File: config.mk
export PLATFORM = sky130hd
export DESIGN_NAME = uart_byte_rx
export DESIGN_NICKNAME = d
export VERILOG_FILES = /design/src/rtl/uart_byte_rx.sv
export SDC_FILE = /design/constraint.sdc
export NUM_CORES = 1
export LEC_CHECK = 0
export BUFFER_PORTS_ARGS = -buffer_cell sky130_fd_sc_hd__buf_2
export CAP_MARGIN = 10
export CORE_MARGIN = 2
export CORE_UTILIZATION = 57
export CTS_BUF_LIST = sky130_fd_sc_hd__clkbuf_16
export CTS_CLUSTER_SIZE = 16
export DETAILED_ROUTE_END_ITERATION = 6
export GPL_TIMING_DRIVEN = 0
export PLACE_DENSITY = 0.77
export SKIP_LAST_GASP = 1
export SYNTH_ARGS = -nofsm -noshare
export SYNTH_HDL_FRONTEND = slang
export SYNTH_SLANG_ARGS = --single-unit
export TNS_END_PERCENT = 5
File: constraint.sdc
create_clock -name clk -period 1.9 [get_ports clk]
set_input_delay 0.095 -clock clk [delete_from_list [all_inputs] [get_ports clk]]
set_output_delay 0.095 -clock clk [all_outputs]
set_load 0.01 [all_outputs]
File: src/rtl/uart_byte_rx.sv
// rtl/uart_byte_rx.sv - 8N1 UART byte receiver producing IO register write strobes
module uart_byte_rx #(
    parameter int CLKS_PER_BIT = 16
) (
    input  logic       clk,
    input  logic       rst,
    input  logic       rx_in,
    output logic [7:0] wr_data,
    output logic       wr_en,
    output logic       frame_err,
    output logic       busy
);

    localparam int CW = $clog2(CLKS_PER_BIT);
    localparam logic [CW-1:0] HALF_M1 = CW'(CLKS_PER_BIT / 2 - 1);
    localparam logic [CW-1:0] FULL_M1 = CW'(CLKS_PER_BIT - 1);

    typedef enum logic [2:0] {
        IDLE,
        START,
        DATA,
        STOP,
        WAIT_IDLE
    } state_t;

    state_t          state, state_nxt;
    logic [CW-1:0]   cnt, cnt_nxt;
    logic [2:0]      bit_idx, bit_idx_nxt;
    logic [7:0]      shift, shift_nxt;
    logic [7:0]      wr_data_nxt;
    logic            wr_en_nxt, frame_err_nxt;
    logic            rx_meta, rx_s;

    always_comb begin
        state_nxt     = state;
        cnt_nxt       = cnt;
        bit_idx_nxt   = bit_idx;
        shift_nxt     = shift;
        wr_data_nxt   = wr_data;
        wr_en_nxt     = 1'b0;
        frame_err_nxt = 1'b0;
        case (state)
            IDLE: begin
                if (!rx_s) begin
                    state_nxt = START;
                    cnt_nxt   = '0;
                end
            end
            START: begin
                // Half-bit wait lands every later sample in the middle of its bit.
                if (cnt == HALF_M1) begin
                    cnt_nxt = '0;
                    if (!rx_s) begin
                        state_nxt   = DATA;
                        bit_idx_nxt = 3'd0;
                    end else begin
                        state_nxt = IDLE;
                    end
                end else begin
                    cnt_nxt = cnt + CW'(1);
                end
            end
            DATA: begin
                if (cnt == FULL_M1) begin
                    cnt_nxt     = '0;
                    shift_nxt   = {rx_s, shift[7:1]};
                    bit_idx_nxt = bit_idx + 3'd1;
                    if (bit_idx == 3'd7) begin
                        state_nxt = STOP;
                    end
                end else begin
                    cnt_nxt = cnt + CW'(1);
                end
            end
            STOP: begin
                if (cnt == FULL_M1) begin
                    cnt_nxt = '0;
                    if (rx_s) begin
                        wr_data_nxt = shift;
                        wr_en_nxt   = 1'b1;
                        state_nxt   = IDLE;
                    end else begin
                        frame_err_nxt = 1'b1;
                        state_nxt     = WAIT_IDLE;
                    end
                end else begin
                    cnt_nxt = cnt + CW'(1);
                end
            end
            WAIT_IDLE: begin
                // Hold off a held-low break line from looking like a new start bit.
                if (rx_s) begin
                    state_nxt = IDLE;
                end
            end
            default: state_nxt = IDLE;
        endcase
    end

    always_ff @(posedge clk) begin
        if (!rst) begin
            rx_meta   <= 1'b1;
            rx_s      <= 1'b1;
            state     <= IDLE;
            cnt       <= '0;
            bit_idx   <= 3'd0;
            shift     <= 8'h00;
            wr_data   <= 8'h00;
            wr_en     <= 1'b0;
            frame_err <= 1'b0;
        end else begin
            rx_meta   <= rx_in;
            rx_s      <= rx_meta;
            state     <= state_nxt;
            cnt       <= cnt_nxt;
            bit_idx   <= bit_idx_nxt;
            shift     <= shift_nxt;
            wr_data   <= wr_data_nxt;
            wr_en     <= wr_en_nxt;
            frame_err <= frame_err_nxt;
        end
    end

    assign busy = (state != IDLE);

endmodule

==> results of run 1 <==
## cell usage after synthesis (all sizes together) (2+ instances only)
library cell / n / share of area, %
nor3b: 2 / 1.1
buf: 7 / 2.7
nand4: 8 / 3.6
clkbuf: 8 / 2.2
nor2b: 3 / 1.4
o211ai: 3 / 1.6
dfxtp: 30 / 44
inv: 3 / 0.82
nor3: 3 / 1.1
o31ai: 8 / 4.4
o21ai: 12 / 4.4
nand3: 10 / 3.6
ha: 3 / 2.7
nor2: 3 / 0.82
o22ai: 3 / 1.4
nand2b: 3 / 1.4
nand4b: 2 / 1.7
nand2: 10 / 2.7
a21oi: 21 / 7.6
## registers in the layout, indices dropped and copies added, names as in the netlist
| register | cells |
|---|---|
| shift | 8 |
| wr_data | 8 |
| cnt | 4 |
| bit_idx | 3 |
| state | 3 |
| frame_err | 1 |
| rx_meta | 1 |
| rx_s | 1 |
| wr_en | 1 |
## per-stage QoR
| step | area, um^2 | setup WS (ns) | utilization (%) |
|---|---|---|---|
| floorplan | 1380 | 0.471 | - |
| global placement | 1470 | 0.274 | 65.3 |
| detailed placement | 1470 | 0.228 | 65.3 |
| CTS | 1610 | 0.192 | 71.4 |
| global route | 1610 | 0.0234 | 71.4 |
| finish | 1610 | 0.193 | 71.4 |
## cell usage in the layout (no fill, tap or decap), types with 2 or more instances in the layout
master / count
o21ai_0: 12
clkbuf_1: 8
nor2_1: 3
clkinv_1: 2
nor3_1: 3
o22ai_1: 3
nand2b_1: 3
ha_1: 3
clkbuf_16: 5
nand2_1: 10
dfxtp_1: 30
buf_2: 18
inv_1: 4
o211ai_1: 3
o31ai_1: 8
a21oi_1: 21
nand4_1: 8
nor2b_1: 3
nand3_1: 10
nor3b_1: 2
## worst max-delay path by stage
stage | end | startpoint | cells past startpoint
6_report | shift[4]$_SDFFE_PN0P_ | cnt[0]$_SDFFE_PN0P_ | 6
5_1_grt | shift[2]$_SDFFE_PN0P_ | cnt[0]$_SDFFE_PN0P_ | 6
2_1_floorplan | state[2]$_SDFFE_PN0P_ | cnt[0]$_SDFFE_PN0P_ | 7
4_1_cts | shift[4]$_SDFFE_PN0P_ | cnt[0]$_SDFFE_PN0P_ | 6
3_5_place_dp | shift[1]$_SDFFE_PN0P_ | cnt[0]$_SDFFE_PN0P_ | 6
3_3_place_gp | shift[4]$_SDFFE_PN0P_ | cnt[0]$_SDFFE_PN0P_ | 6
## layer usage
layer | track usage [%] | share of wire (%)
met2 | 33.8 | 44
met5 | 0 | 0
met1 | 32.9 | 48
met4 | 11.5 | 1.9
met3 | 7.63 | 5.7
## final cells by class
type                       count  share of cell area, %
inverter                       4                  0.932
buffer                        15                   4.20
clock inverter                 3                  0.777
multi-input combinational    109                   43.1
tap                           28                   2.18
clock buffer                   5                   7.77
timing repair buffer          12                   3.73
sequential                    30                   37.3
## power by group
group	leakage [nW]	internal, W	total [W]	switching (W)
sequential	0.242	0.000635	0.000639	0.00000406
clock	0.0724	0.000471	0.000733	0.000262
combinational	0.295	0.0000137	0.0000408	0.0000271
total	0.610	0.00112	0.00141	0.000293
## logic make-up (layout without fill, tap and decap cells)
logic type / after synthesis / count (layout) / share of synthesized area, %
buffers and inverters: 19 / 39 / 5.99
flip-flops: 30 / 30 / 43.6
adder cells (fa/ha/maj): 3 / 3 / 2.73
XOR/XNOR: 1 / 1 / 0.636
AO/OA/AOI/OAI: 55 / 55 / 26.2
AND/OR/NAND/NOR: 50 / 50 / 20.8
==> results by stage, run 1 <==
Outcome:
- The flow ran to the end, and the final reports show no timing, DRC or antenna violations.

Routing:
- The number of detailed-route iterations in the first pass is 4.
- In this run, the number of DRC markers left after iteration 0 of detailed routing was 45.
- The number of DRC violations after detailed routing is 0.
- The via density per instance is 6.09.
- In this run the remaining antenna-violating nets after routing total 0.
- After detailed routing, the average wire length per cell comes to 14.2 um.
- The overall via count from detail_route is 1254.
- The detailed-route wire length is 2.92 mm.

Clock tree:
- The total number of clock tree sinks is 30.
- The root buffer selected by CTS is clkbuf_16.
- Buffers inserted to repair hold after CTS numbered 0.
- The post-cts repair resize count is 0.
- TritonCTS built the clock tree.
- Buffers added to address setup during post-CTS repair amount to 0.
- Clock-pin slew was measured on the worst setup and hold paths at 0.05 ns.
- The later-pin clock latency in the skew report is 0.27 ns.
- Buffers inserted during clock tree synthesis total 5.
- The H-tree was split into 2 levels.
- The longest clock path from root to sink contains 2 buffers.

Global route:
- The maximum number of pins on one net before global-route repair is 11.
- The first global-routing pass estimated 4.73 mm of wire.
- The number of global-route vias before repair is 1016.
- The total congestion overflow after global routing is 0.
- The initial antenna violation count came to 0.
- The global-route usage over all layers is 24.0%.

Timing:
- The final number of hold-violating endpoints is 0.
- In the finished design, the share of the clock period the worst path needs comes to 89.8%.
- The highest clock rate is 0.586 GHz.
- The number of slew-limit violations in the final report is 0.
- The final sum of negative setup slack is 0 ns.
- The final worst hold slack is 0.00195 ns.
- Counting I/O delays and the setup requirement, the final critical path takes 1.71 ns.
- The pin slew with the least headroom to its limit is 0.485 ns.
- Between clock sinks in the finished design, the worst skew comes to 0.00270 ns.
- Setup repair after global routing left no endpoint under its margin.
- Setup violations remaining at the end of the flow were counted as 0.
- The relative slew slack is 67.6%.

Worst setup path:
- For the worst flop-to-flop path, the logic depth is 6.
- The endpoint of the lowest-slack register-to-register path is shift[4]$_SDFFE_PN0P_.
- STA classifies the critical path startpoint as a register.
- Walking the worst path, the cells encountered are ha_1, buf_2, nand4b_2, clkbuf_1, o21ai_0, a21oi_1.
- In this run the critical register-to-register path is launched from cnt[0]$_SDFFE_PN0P_.
- The largest single stage delay on the critical path is 0.38 ns.
- The worst reg-to-reg setup slack is 0.19 ns.
- Together, buffers and inverters on the worst path number 2.
- The largest fanout on the critical path is 10.
- The required time reported for the critical path endpoint is 2.04 ns.
- The endpoint class of the critical path is a register.
- The worst setup path is of the register to register kind.
- The slowest library cell on the worst path is dfxtp_1.
- The kind of cell with the highest combined delay along the critical path is buffers and inverters.
- At the worst endpoint, the arrival time is 1.84 ns.

Synth:
- Yosys mapped a number of flops with a built-in enable equal to 0.
- In the synthesized netlist the dominant register cell turns out to be dfxtp_1.
- The cell count after synthesis came out at 158.
- The number of unique standard cell types used by synthesis is 37.
- Sequential elements use 43.6% of the synthesized area.
- Counting every net in the synthesized netlist gives 164.
- The async set-reset flop share out of synthesis is 0%.
- The number of warning messages in the yosys log is 0.
- The synthesized area per cell is 8.72 um^2.
- The number of flip-flops and latches in the synthesized netlist is 30.
- The synthesized netlist occupies a cell area of 1380 um^2.

Floorplan:
- The count of pins on the block boundary is 14.
- The area enclosed by the die boundary is 2830 um^2.
- The overall die width is 53.2 um.
- The core region is 2250 um^2.
- The die extent in y is 53.2 um.
- The row count is 17.
- The starting utilization of the core area is 61.1%.

Final layout:
- The number of fillers in the final layout is 194.
- After the last flow step, the layout net total stands at 183.
- After the flow finishes, the layout carries non-filler instances totaling 206.
- The area growth from synthesis to layout is 16.9%.
- The layout cell share with drive strength beyond 1 is 17.4%.
- The flip-flop and latch area is 601 um^2.
- The number of diodes is 0.
- Summing all multi-input logic gate instances after layout gives 694 um^2.

Min path:
- The worst hold path endpoint is rx_meta$_SDFF_PN1_.
- The hold path depth is 2.
- The class of the worst hold path is input pin to register.
- The startpoint identified for the worst hold timing path is rx_in.

Power and ir drop:
- The power density normalized to cell area is 878 nW/um^2.
- For this design the static power due to leakage is 0.610 nW.
- The power after layout is 0.00141 W.
- IR analysis of the VDD net gives a maximum drop of 823 uV.

Job:
- Max-cap violations in this run came to 0.

Placement:
- The count of buffers from port buffering is 12.
- The congestion estimate from routability-driven global placement came to 0.807.
- The detailed placer's ending HPWL is 2.00 mm.
- The number of placed instances, taps included, is 198.
Note: power is estimated with default switching activity, not from simulation.
==> run 2: changes to the inputs <==
--- a/config.mk
+++ b/config.mk
@@ -8,12 +8,12 @@
 export BUFFER_PORTS_ARGS = -buffer_cell sky130_fd_sc_hd__buf_2
 export CAP_MARGIN = 10
 export CORE_MARGIN = 2
-export CORE_UTILIZATION = 57
-export CTS_BUF_LIST = sky130_fd_sc_hd__clkbuf_16
+export CORE_UTILIZATION = 60
+export CTS_BUF_LIST = sky130_fd_sc_hd__clkbuf_4 sky130_fd_sc_hd__clkbuf_8
 export CTS_CLUSTER_SIZE = 16
 export DETAILED_ROUTE_END_ITERATION = 6
 export GPL_TIMING_DRIVEN = 0
-export PLACE_DENSITY = 0.77
+export PLACE_DENSITY = 0.81
 export SKIP_LAST_GASP = 1
 export SYNTH_ARGS = -nofsm -noshare
 export SYNTH_HDL_FRONTEND = slang
==> results by stage, run 2 (same netlist as run 1, synthesis figures left out) <==
Global route:
- The initial antenna violation count is 0.
- Summed over all layers, the global routing overflow is 0.
- The global-route usage over all layers is 25.4%.
- The wire length of the first global-routing pass is 5.01 mm.
- The maximum number of pins on one net before global-route repair is 11.
- The number of global-route vias before repair was 1012.

Final layout:
- The layout cell share with drive strength beyond 1 is 19.0%.
- Leaving out fill and tap cells, the most frequent cell in the layout is dfxtp_1.
- The number of diodes is 0.
- Cells fill 71.3% of the core in the end.
- The largest registers in the layout are shift x8, wr_data x8, cnt x4.
- The area overhead of the layout relative to synthesis is 13.4%.
- The top cell types in the final layout, fill and taps aside, are 30 x dfxtp_1, 21 x a21oi_1, 18 x buf_2, 12 x o21ai_0.
- The net total in the final layout is 184.

Routing:
- The first detailed-routing pass ran for 4 iterations.
- The number of DRC violations after detailed routing is 0.
- The first routing iteration left 55 violations.
- The routed layout has 1249 vias.
- After detailed routing, the number of vias per cell comes to 6.03.
- The detailed-route wire length is 3.04 mm.
- The routed length per placed instance is 14.7 um.
- The count of nets left with antenna violations once routing finished came out at 0.

Job:
- The max-capacitance violation count is 0.

Worst setup path:
- The kind of start point of the critical path is a register.
- The required time reported for the critical path endpoint is 2.11 ns.
- The class of the most critical setup path is register to register.
- In this run the register-to-register setup slack is 0.13 ns.
- STA classifies the critical path endpoint as a register.
- Data arrives at the worst endpoint at 1.98 ns.
- Of all nets on the critical path, the largest fanout is 10.

Floorplan:
- The count of pins on the block boundary is 14.
- Row generation in the floorplan step produced 17 rows.
- Measured along the x axis, the die boundary spans 51.9 um.
- The standard cell core area is 2190 um^2.
- The die extent in y is 51.9 um.
- The area enclosed by the die boundary is 2700 um^2.
- Once the floorplan was initialized, standard cells occupied 62.9% of the core.

Placement:
- The routability-driven placement congestion ratio is 0.843.
- The count of buffers added on input and output ports is 12.
- The detailed placer's ending HPWL is 2.13 mm.

Timing:
- The final number of hold-violating endpoints came to 0.
- For the final database, setup skew stands at 0.00617 ns.
- The relative slew slack is 67.9%.
- The smallest clock period supported by the final layout is computed as 1.77 ns.
- Setup repair after global routing left no endpoint under its margin.
- The number of slew-limit violations in the final report is 0.
- The pin slew with the least headroom to its limit is 0.481 ns.
- Dividing the final minimum period by the clock period gives 92.9%.
- For this run, the top clock speed supported by timing is 0.566 GHz.
- Summed over all failing endpoints, the final setup total negative slack is 0 ns.
- Setup violations remaining at the end of the flow were counted as 0.

Min path:
- The class of the worst hold path is input pin to register.

Clock tree:
- The later-pin clock latency in the skew report is 0.33 ns.
- Clock tree synthesis inserted a total of 5 buffers.
- The clock passes through at most 2 buffers.
- TritonCTS built the clock tree.
- After clock tree synthesis, the clock-pin slew on the worst setup and hold paths is 0.10 ns.
- The number of levels in the clock H-tree is 2.
- The root buffer selected by CTS is clkbuf_4.
- Counting every sink on the clock net gives 30.

Power and ir drop:
- The static leakage is 0.589 nW.
- The maximum ir drop on the vdd rail is 647 uV.
- Power spread over the standard cell area amounts to 755 nW/um^2.

Outcome:
- The run finished with clean final reports.
[run 2: changes by cell type in the layout (fill, tap and decap cells not counted)]
cell and change:
clkbuf_16 -5, clkinv_2 +1, dlygate4sd3_1 +1, bufinv_16 +1, clkinv_1 -1, clkbuf_1 -1, inv_1 -1, clkbuf_2 +1
clkbuf_4 +5
[run 2: what timing repair did]
item / 4_1_cts / 5_1_grt
gates resized for setup: 0 / 2
setup buffers: 0 / 0
endpoints found under the setup margin: 0 / 6
endpoints found under the hold margin: 1 / 0
hold buffers: 1 / 0
[run 2: power by group]
part           switching [W]  leakage, nW  internal [W]
logic              0.0000279        0.302     0.0000153
clock network       0.000226       0.0450      0.000272
registers         0.00000437        0.242      0.000633
[run 2: critical path, cell delays in order (launching register included)]
cell      delay [ns]
dfxtp_1         0.41
ha_1            0.17
buf_2           0.19
nand4b_2        0.27
clkbuf_2        0.28
o21ai_0         0.24
a21oi_1         0.10
[run 2: area by class of cell]
| cell class | count | area [um^2] |
|---|---|---|
| multi-input cells | 109 | 694 |
| inverters | 4 | 15.0 |
| clock buffers | 5 | 37.5 |
| repair buffers | 13 | 70.1 |
| plain buffers | 15 | 68.8 |
| fillers | 188 | 629 |
| flip-flops and latches | 30 | 601 |
| clock inverters | 3 | 40.0 |
| well taps | 28 | 35.0 |
[run 2: per-layer routing]
| metal | routed length (um) | vias to the layer above | track usage [%] |
|---|---|---|---|
| li1 | - | 628 | - |
| met1 | 1410 | 565 | 36.7 |
| met2 | 1390 | 50 | 35.9 |
| met3 | 203 | 6 | 6.61 |
| met4 | 34 | 0 | 9.65 |
| met5 | 0 | - | 0 |
[run 2: stage by stage]
| stage | hold WS, ns | area (um^2) | std cells | total power [W] | worst slack [ns] |
|---|---|---|---|---|---|
| 3_3_place_gp | 0.273 | 1470 | 198 | 0.000690 | 0.274 |
| 6_report | 0.0813 | 1560 | 207 | 0.00118 | 0.134 |
| 2_1_floorplan | 0.196 | 1380 | 158 | 0.000681 | 0.471 |
| 3_5_place_dp | 0.281 | 1470 | 198 | 0.000693 | 0.145 |
| 5_1_grt | 0.144 | 1560 | 207 | 0.00122 | 0.00565 |
| 4_1_cts | 0.0846 | 1560 | 207 | 0.00118 | 0.0950 |
[run 2: worst paths after layout]
check	from	endpoint	cells after the start
setup / recovery	cnt[0]$_SDFFE_PN0P_	shift[3]$_SDFFE_PN0P_	6
hold / removal	rst	rx_s$_SDFF_PN1_	2
setup reg to reg	cnt[0]$_SDFFE_PN0P_	shift[3]$_SDFFE_PN0P_	6
hold reg to reg	rx_meta$_SDFF_PN1_	rx_s$_SDFF_PN1_	1
